===== src/rtl/reg_scoreboard_pkg.sv =====
// Shared parameters and FSM encoding for the register scoreboard.
package reg_scoreboard_pkg;

  localparam int W_RD_DEF  = 4;
  localparam int W_CNT_DEF = 2;

  typedef enum logic [1:0] {
    ST_RUN   = 2'd0,
    ST_DRAIN = 2'd1,
    ST_ACK   = 2'd2
  } sb_state_e;

endpackage


===== src/rtl/reg_scoreboard_sb_counter.sv =====
// Saturating up/down counter of outstanding writes for one register.
module sb_counter #(
  parameter int W = 2
) (
  input  logic         clk,
  input  logic         reset,
  input  logic         inc_i,
  input  logic         dec_i,
  output logic [W-1:0] cnt_o,
  output logic         zero_o,
  output logic         max_o
);

  logic [W-1:0] cnt_q, cnt_d;

  assign cnt_o  = cnt_q;
  assign zero_o = (cnt_q == '0);
  assign max_o  = (cnt_q == '1);

  // NOTE: cnt_d gets a default before any branch so no latch is inferred.
  always_comb begin
    cnt_d = cnt_q;
    if (inc_i && !dec_i && !max_o) begin
      cnt_d = cnt_q + 1'b1;
    end else if (dec_i && !inc_i && !zero_o) begin
      cnt_d = cnt_q - 1'b1;
    end
  end

  // NOTE: sequential state uses non-blocking assignments only.
  always_ff @(posedge clk or posedge reset) begin
    if (reset) begin
      cnt_q <= '0;
    end else begin
      cnt_q <= cnt_d;
    end
  end

endmodule


===== src/rtl/reg_scoreboard.sv =====
// Register scoreboard: per-register outstanding-write counters, decode hazard
// detection with same-cycle release bypass, and a drain/ack quiesce handshake.
module reg_scoreboard
  import reg_scoreboard_pkg::*;
#(
  parameter int W_RD  = W_RD_DEF,
  parameter int W_CNT = W_CNT_DEF
) (
  input  logic                 clk,
  input  logic                 reset,
  input  logic                 src_v_i,
  input  logic [W_RD-1:0]      src0_r_i,
  input  logic [W_RD-1:0]      src1_r_i,
  input  logic                 src0_use_i,
  input  logic                 src1_use_i,
  input  logic                 rsv_v_i,
  input  logic [W_RD-1:0]      rsv_r_i,
  input  logic                 rel_v_i,
  input  logic [W_RD-1:0]      rel_r_i,
  input  logic                 drain_req_i,
  output logic                 reserved_o,
  output logic [2**W_RD-1:0]   busy_o,
  output logic                 drain_ack_o,
  output logic                 err_o
);

  localparam int N_REG = 2**W_RD;

  sb_state_e        state_q;
  logic             drain_ack_q;
  logic             err_q;

  logic [W_CNT-1:0] cnt [N_REG];
  logic [N_REG-1:0] zero, full, one, inc, dec, eff_busy;
  logic             run, src0_haz, src1_haz, dest_full, rsv_acc;

  for (genvar g = 0; g < N_REG; g++) begin : g_cnt
    sb_counter #(.W(W_CNT)) u_cnt (
      .clk    (clk),
      .reset  (reset),
      .inc_i  (inc[g]),
      .dec_i  (dec[g]),
      .cnt_o  (cnt[g]),
      .zero_o (zero[g]),
      .max_o  (full[g])
    );
    assign one[g] = (cnt[g] == W_CNT'(1));
  end

  always_comb begin
    dec = '0;
    inc = '0;
    if (rel_v_i) dec[rel_r_i] = 1'b1;
    if (rsv_acc) inc[rsv_r_i] = 1'b1;
  end

  // A register whose last outstanding write retires this cycle is already free.
  assign eff_busy  = ~zero & ~(dec & one);
  assign src0_haz  = src0_use_i && eff_busy[src0_r_i];
  assign src1_haz  = src1_use_i && eff_busy[src1_r_i];
  assign dest_full = rsv_v_i && full[rsv_r_i] && !dec[rsv_r_i];
  assign run       = (state_q == ST_RUN);

  assign reserved_o = src_v_i && (src0_haz || src1_haz || dest_full || !run);
  assign rsv_acc    = rsv_v_i && run && !dest_full && !(src_v_i && (src0_haz || src1_haz));

  assign busy_o      = ~zero;
  assign drain_ack_o = drain_ack_q;
  assign err_o       = err_q;

  always_ff @(posedge clk or posedge reset) begin
    if (reset) begin
      state_q     <= ST_RUN;
      drain_ack_q <= 1'b0;
      err_q       <= 1'b0;
    end else begin
      if (rel_v_i && zero[rel_r_i]) err_q <= 1'b1;
      case (state_q)
        ST_RUN: begin
          if (drain_req_i) state_q <= ST_DRAIN;
        end
        ST_DRAIN: begin
          if (&zero) begin
            state_q     <= ST_ACK;
            drain_ack_q <= 1'b1;
          end
        end
        ST_ACK: begin
          if (!drain_req_i) begin
            state_q     <= ST_RUN;
            drain_ack_q <= 1'b0;
          end
        end
        default: begin
          state_q     <= ST_RUN;
          drain_ack_q <= 1'b0;
        end
      endcase
    end
  end

endmodule


===== config.mk =====
export PLATFORM = sky130hd
export DESIGN_NAME = reg_scoreboard
export DESIGN_NICKNAME = d
export VERILOG_FILES = /design/src/rtl/reg_scoreboard_pkg.sv /design/src/rtl/reg_scoreboard_sb_counter.sv /design/src/rtl/reg_scoreboard.sv
export SDC_FILE = /design/constraint.sdc
export NUM_CORES = 1
export LEC_CHECK = 0
export ABC_CLOCK_PERIOD_IN_PS = 5900
export CAP_MARGIN = 15
export CELL_PAD_IN_SITES_DETAIL_PLACEMENT = 0
export CELL_PAD_IN_SITES_GLOBAL_PLACEMENT = 1
export CORE_ASPECT_RATIO = 0.8
export CORE_MARGIN = 2
export CORE_UTILIZATION = 35
export CTS_CLUSTER_SIZE = 12
export DETAILED_ROUTE_END_ITERATION = 8
export PLACE_DENSITY = 0.68
export SETUP_SLACK_MARGIN = 0.5
export SLEW_MARGIN = 25
export SYNTH_ARGS = -nofsm -noshare
export SYNTH_HDL_FRONTEND = slang
export SYNTH_SLANG_ARGS = --single-unit

===== constraint.sdc =====
create_clock -name clk -period 5.9 [get_ports clk]
set_input_delay 1.18 -clock clk [delete_from_list [all_inputs] [get_ports clk]]
set_output_delay 1.18 -clock clk [all_outputs]
set_load 0.01 [all_outputs]

==> PnR_summary.wiki, run 1 <==
{| class="wikitable"
! Metric !! Value
|-
| Number of instances in the synthesized netlist || 570
|-
| Post-route clock period utilization || slightly below 90%
|-
| Final period demand of the worst path || ~5.3 ns
|-
| Finish-stage setup viols || 0
|-
| Detailed placement HPWL || approximately 12000 µm
|-
| Share of flip-flops with an asynchronous set or reset after synthesis || between 90% and 100%
|-
| Area inside the core boundary || about 13000 µm²
|-
| Antenna diodes || 0
|-
| Die Width || around 130 µm
|-
| H-tree lvl count || 2
|-
| Kind of start point of the critical path || input pin
|-
| Kind of cell with the highest combined delay on the critical path || buffers and inverters
|-
| Final hold violation count || 0
|-
| Violation count after the first detailed-route iteration || 340
|-
| TritonCTS Sinks || 36
|-
| Critical path origin || rel_r_i[2]
|-
| Final Instance Area || ~5400 µm²
|-
| Synthesis-to-layout area growth || 15.8%
|-
| Source-to-sink clock delay at the later pin of the worst-skew pair || around 0.29 ns
|-
| Critical path, cell by cell || clkdlybuf4s50_1, and3b_2, nand2_1, a32oi_1, a2111oi_4, nand2_1, a41oi_1, clkdlybuf4s50_1
|-
| Unrepaired setup endpoints after global routing || false
|-
| Slew Viols, Final || 0
|-
| Cell at the slowest stage of the critical path || clkdlybuf4s50_1
|-
| Count of flip-flops with a built-in enable after synthesis || 0
|-
| Net total in the final layout || around 680
|-
| Type of the setup path with the least slack || input pin to primary output
|-
| All-layer global routing usage || between 20% and 30%
|-
| I/O pins || 43
|-
| Synth Cell Area || about 4700 µm²
|-
| Endpoint type of the worst setup path || primary output
|-
| Largest clock skew in the final design || around 0.0046 ns
|-
| Data arrival, critical path || roughly 4.1 ns
|-
| Number of detailed-routing iterations run before antenna repair || 5
|-
| VDD IR-drop max || 0.000174 V
|-
| Post-Route WL || ~15000 µm
|-
| Pin count of the biggest net entering global routing || 37
|-
| WL/cell || ~19 µm
|-
| Clock tree from TritonCTS || built
|-
| Worst hold start || err_o
|-
| Tightest hold margin || ~0.46 ns
|-
| Global placement routability congestion || 0.942
|-
| Mean instance size in the synthesized netlist || around 8 µm²
|-
| Max-cap violation count || 0
|-
| Worst setup slack for register-to-register paths || between 2 and 3 ns
|-
| Static leakage || roughly 2.4 nW
|-
| Path depth of the worst reg2reg path || 11
|-
| Total clock buffers created by CTS || 5
|-
| Largest stage delay on the critical path || 0.63 ns
|-
| Per-cell via count in the routed design || ~5.7
|-
| Hold-fix buffer count after cts || 0
|-
| Syn_nets || ~640
|-
| Endpoint of the most critical register-to-register path || g_cnt[3].u_cnt.cnt_o[1]
|-
| Area after detailed placement || about 5200 µm²
|-
| Most common cell after layout, fill and taps aside || inv_1
|-
| Leading cell types in the layout, fill and taps excluded || 60 x inv_1, 56 x nand2_1, 48 x ha_1, 40 x nor2_1, 39 x clkdlybuf4s50_1
|-
| Count of antenna-violating nets left after detailed routing || 0
|-
| Layout filler cell count || 1323
|-
| Congestion Overflow GR || 0
|-
| Clock transition time at the flip-flop clock pins of the worst setup and hold paths || roughly 0.06 ns
|-
| Vias in the first global route || 4287
|-
| Number of storage elements in the synthesis netlist || 36
|-
| Post-Route Setup TNS || 0 ns
|-
| Hold Crit Class || flop to flop
|-
| Area enclosed by the die boundary || 14400 µm²
|-
| Max-Slew Margin vs Limit || 55.4%
|-
| Antenna violations before repair || 0
|-
| End point of the worst hold path || err_o
|-
| Critical R2R Launch || g_cnt[0].u_cnt.cnt_o[0]
|-
| Area taken by multi-input logic gates || between 3000 and 4000 µm²
|-
| Number of warnings reported in the yosys synthesis log || 0
|-
| Std-Cell Rows || 37
|-
| CP bufs+invs || 2
|-
| Total power density per cell area || between 300 and 400 nW/µm²
|-
| Buffer type at the clock tree root || clkbuf_16
|-
| Sequential-to-total area share from yosys stat || between 10% and 20%
|-
| Commonest register cell after synthesis || dfrtp_1
|-
| Required time worst endpoint || between 4 and 5 ns
|-
| Run status || finished clean
|-
| # DRC || 0
|-
| Vertical die dimension || between 100 and 150 µm
|-
| Maximum clock insertion buffer count || 2
|-
| Distinct cell type count after synthesis || 73
|-
| Crit-path max FO || 10
|-
| Starting density of the core || between 30% and 40%
|-
| Layout cells sized above 1 || under 10%
|-
| Upper clock frequency limit || 0.189 GHz
|-
| First-pass GRT wire length || roughly 24000 µm
|-
| Flip-flop and latch area || approximately 900 µm²
|-
| Measured slew at the worst slew-check pin || around 0.67 ns
|-
| IO buf count || 42
|-
| Routed via count || between 4000 and 5000
|-
| Worst Hold Depth || 1
|}
## report_power, final
| group | internal (mW) | total, mW | switching (mW) |
|---|---|---|---|
| Clock | 0.199 | 0.318 | 0.119 |
| Combinational | 0.601 | 1.32 | 0.722 |
| Sequential | 0.356 | 0.466 | 0.110 |
| Total | 1.16 | 2.11 | 0.951 |
## cells in the mapped netlist (all sizes together) (11+ instances only)
master / number / area share (%)
and2: 14 / 1.9
nor3: 11 / 1.4
dfrtp: 36 / 19
mux2i: 21 / 4.5
nor2: 41 / 3.3
buf: 18 / 3.2
ha: 48 / 13
nand3: 31 / 3.6
inv: 60 / 4.8
a21oi: 29 / 3.2
xnor2: 16 / 3.0
nand2b: 16 / 2.1
nand2: 56 / 4.5
## worst register-to-register path, stage by stage (launching register included)
cell and delay [ns]:
dfrtp_1 0.37, inv_1 0.08, ha_1 0.29, or4_1 0.54, a31o_1 0.19, a21boi_0 0.14
a311oi_2 0.43, o41ai_4 0.14, buf_4 0.24, a311o_1 0.34, and2_1 0.17, o32ai_1 0.26
## layer usage
layer | track usage, % | vias to the layer above | share of wire (%)
met5 | 0 | - | 0
met4 | 6.53 | 0 | 2.5
met3 | 4.80 | 29 | 7.4
met2 | 31.5 | 160 | 42
met1 | 30.3 | 2105 | 48
li1 | - | 2134 | -
## stage by stage
stage / cells / setup slack [ns] / utilization [%] / power, mW
after floorplan: 570 / 1.90 / - / 1.35
after global placement: 770 / 0.519 / 40.3 / 1.75
after detailed placement: 770 / 0.458 / 40.3 / 1.78
after CTS: 778 / 0.521 / 41.7 / 2.12
after global routing: 780 / 0.511 / 41.9 / 2.30
final: 780 / 0.619 / 41.9 / 2.11
## cells by family after synthesis
group / share of synthesized area [%]
buffers and inverters: 8.69
muxes: 8.80
and+or+nand+nor: 28.4
adders and majority gates: 12.8
AOI/OAI and AO/OA: 19.2
DFF: 19.2
xor gates and xnor gates: 2.98
## worst max-delay path by stage
| stage | depth (start not counted) | end |
|---|---|---|
| after global placement | 8 | reserved_o |
| after floorplan | 7 | reserved_o |
| after detailed placement | 8 | reserved_o |
| after global routing | 8 | reserved_o |
| final | 8 | reserved_o |
| after CTS | 8 | reserved_o |
## sequential cells by signal (all words and copies together), names as in the netlist
name               flops
g_cnt.u_cnt.cnt_o     32
drain_ack_o            1
state_q                2
err_o                  1
## what timing repair did
action | 4_1_cts | 5_1_grt
pin swaps | 0 | 2
setup endpoints to repair | 1 | 1
cloned | 0 | 0
resized for setup | 1 | 7
setup buffers | 0 | 2
## cell type report
cell class / count / share of cell area, %
clock inverters: 3 / 0.782
flip-flops and latches: 36 / 16.6
inverters: 60 / 4.14
well taps: 175 / 4.03
multi-input cells: 447 / 62.7
repair buffers: 54 / 9.53
clock buffers: 5 / 2.30
Note: power is estimated with default switching activity, not from simulation.
==> run 2: changes to the inputs <==
--- a/config.mk
+++ b/config.mk
@@ -10,10 +10,10 @@
 export CELL_PAD_IN_SITES_DETAIL_PLACEMENT = 0
 export CELL_PAD_IN_SITES_GLOBAL_PLACEMENT = 1
 export CORE_ASPECT_RATIO = 0.8
-export CORE_MARGIN = 2
 export CORE_UTILIZATION = 35
 export CTS_CLUSTER_SIZE = 12
 export DETAILED_ROUTE_END_ITERATION = 8
+export GPL_ROUTABILITY_DRIVEN = 0
 export PLACE_DENSITY = 0.68
 export SETUP_SLACK_MARGIN = 0.5
 export SLEW_MARGIN = 25
==> run 2 against run 1 <==
Compared with the run above: critical path depth grew 1; via count increased by 3.0%; clock skew about the same; critical path type unchanged; critical endpoint unchanged; largest power group unchanged.
==> PnR_summary.wiki, run 2 (synthesis gave the netlist of run 1 again) <==
{| class="wikitable"
! Metric !! Value
|-
| Final hold violation count || 0 (unchanged)
|-
| Most common cell after layout, fill and taps aside || inv_1
|-
| Cell at the slowest stage of the critical path || clkdlybuf4s50_1
|-
| Total clock buffers created by CTS || 5 (unchanged)
|-
| Routed via count || 4562 (+3.0%)
|-
| Post-route clock period utilization || 88.8% (-0.72 points)
|-
| Synthesis-to-layout area growth || 15.7% (about the same)
|-
| Endpoint type of the worst setup path || primary output
|-
| Source-to-sink clock delay at the later pin of the worst-skew pair || 0.29 ns (about the same)
|-
| Layout cells sized above 1 || 9.36% (+0.43 points)
|-
| Final period demand of the worst path || 5.24 ns (-0.0422 ns)
|-
| Vertical die dimension || 106 µm (-1.9%)
|-
| VDD IR-drop max || 0.000177 V (+1.3%)
|-
| Critical path, cell by cell || clkdlybuf4s50_1, and2b_1, buf_4, a311oi_1, nor4b_2, a311oi_2, nor2_1, a41oi_1, clkdlybuf4s50_1
|-
| Post-Route WL || 14800 µm (+1.2%)
|-
| First-pass GRT wire length || 23800 µm (+0.97%)
|-
| WL/cell || 18.8 µm (+0.70%)
|-
| Data arrival, critical path || 4.06 ns (-0.04 ns)
|-
| Overall power of the completed layout || 2.08 mW (-1.3%)
|-
| H-tree lvl count || 2 (unchanged)
|-
| Hold-fix buffer count after cts || 0 (unchanged)
|-
| Violation count after the first detailed-route iteration || 426 (+25%)
|-
| Maximum clock insertion buffer count || 2 (unchanged)
|-
| Run status || finished clean
|-
| Finish-stage setup viols || 0 (unchanged)
|-
| Max-Slew Margin vs Limit || 56.2% (+0.74 points)
|-
| Most frequent cell on the critical path || clkdlybuf4s50_1
|-
| Starting density of the core || 36.2% (unchanged)
|-
| Pin count of the biggest net entering global routing || 37 (unchanged)
|-
| Required time worst endpoint || 4.72 ns (about the same)
|-
| Total power density per cell area || 383 nW/µm² (-1.2%)
|-
| Antenna violations before repair || 0 (unchanged)
|-
| Measured slew at the worst slew-check pin || 0.656 ns (-0.0111 ns)
|-
| Leading cell types in the layout, fill and taps excluded || 60 x inv_1, 56 x nand2_1, 48 x ha_1, 40 x nor2_1, 40 x clkdlybuf4s50_1
|-
| TritonCTS Sinks || 36 (unchanged)
|-
| Final cell count without fillers || 784 (+0.51%)
|-
| Antenna diodes || 0 (unchanged)
|-
| Hold Crit Class || flop to flop
|-
| Kind of start point of the critical path || input pin
|-
| Crit-path max FO || 11 (+1)
|-
| # placed instances || 773 (+0.39%)
|-
| Largest clock skew in the final design || 0.00489 ns (+0.000248 ns)
|-
| Net total in the final layout || 680 (+0.59%)
|-
| Area enclosed by the die boundary || 13900 µm² (-3.3%)
|-
| Slew Viols, Final || 0 (unchanged)
|-
| Count of antenna-violating nets left after detailed routing || 0 (unchanged)
|-
| Std-Cell Rows || 37 (unchanged)
|-
| # DRC || 0 (unchanged)
|-
| All-layer global routing usage || 21.8% (+0.63 points)
|-
| Die Width || 131 µm (-1.5%)
|-
| Kind of cell with the highest combined delay on the critical path || buffers and inverters
|-
| Buffer type at the clock tree root || clkbuf_16
|-
| Number of detailed-routing iterations run before antenna repair || 6 (+1)
|-
| Type of the setup path with the least slack || input pin to primary output
|-
| Unrepaired setup endpoints after global routing || false
|-
| I/O pins || 43 (unchanged)
|-
| Static leakage || 2.36 nW (-0.20%)
|-
| Worst setup slack for register-to-register paths || 2.41 ns (-0.18 ns)
|-
| Post-Route Setup TNS || 0 ns (unchanged)
|-
| Congestion Overflow GR || 0 (unchanged)
|-
| Upper clock frequency limit || 0.191 GHz (+0.81%)
|-
| Final cell utilization of the core || 41.9% (about the same)
|-
| Vias in the first global route || 4315 (+0.65%)
|-
| Clock transition time at the flip-flop clock pins of the worst setup and hold paths || 0.06 ns (about the same)
|-
| Clock tree from TritonCTS || built
|-
| Tightest hold margin || 0.465 ns (+0.00678 ns)
|-
| CP bufs+invs || 3 (+1)
|-
| Largest stage delay on the critical path || 0.60 ns (-0.03 ns)
|-
| Max-cap violation count || 0 (unchanged)
|-
| Detailed placement HPWL || 11400 µm (-1.9%)
|-
| Largest register FFs || 32 (unchanged)
|-
| Per-cell via count in the routed design || 5.82 (+2.5%)
|-
| IO buf count || 42 (unchanged)
|-
| Area inside the core boundary || 13000 µm² (unchanged)
|}
-- run 2: layer usage --
metal | wire [µm] | vias up | GRT usage (%)
met1 | 7250 | 2173 | 32.3
met3 | 1210 | 22 | 4.33
met2 | 6110 | 224 | 32.2
met5 | 0 | - | 0
li1 | - | 2143 | -
met4 | 204 | 0 | 4.57
-- run 2: power breakdown --
group | switching [mW] | internal [mW] | total [mW]
combinational | 0.735 | 0.606 | 1.34
clock | 0.117 | 0.156 | 0.273
sequential | 0.109 | 0.356 | 0.466
-- run 2: per-stage QoR --
step           worst slack [ns]  instance area [µm²]
2_1_floorplan              1.90                 4690
3_3_place_gp              0.514                 5250
3_5_place_dp              0.459                 5250
4_1_cts                   0.581                 5400
5_1_grt                   0.502                 5430
6_report                  0.661                 5430
-- run 2: path summary, 6_finish.rpt --
| kind | to | depth (start not counted) | startpoint |
|---|---|---|---|
| hold / removal | err_o | 1 | err_o |
| setup reg to reg | g_cnt[13].u_cnt.cnt_o[1] | 12 | g_cnt[4].u_cnt.cnt_o[1] |
| max in group asynchronous | g_cnt[12].u_cnt.cnt_o[0] | 3 | reset |
| hold reg to reg | err_o | 1 | err_o |
| setup / recovery | reserved_o | 9 | rel_r_i[1] |
| min in group asynchronous | g_cnt[10].u_cnt.cnt_o[1] | 3 | reset |
-- run 2: what timing repair did --
action / 4_1_cts / 5_1_grt
pin swaps: 0 / 2
gates cloned: 0 / 0
endpoints found under the hold margin: 0 / 0
setup endpoints to repair: 1 / 1
buffers inserted: 0 / 3
gates resized for setup: 2 / 4
-- run 2: cell type report --
type                       instances  area, µm²
clock buffer                       5        125
inverter                          60        225
timing repair buffer              58        542
tap                              175        219
sequential                        36        901
fill                            1325       7530
multi-input combinational        447       3400
clock inverter                     3       18.8
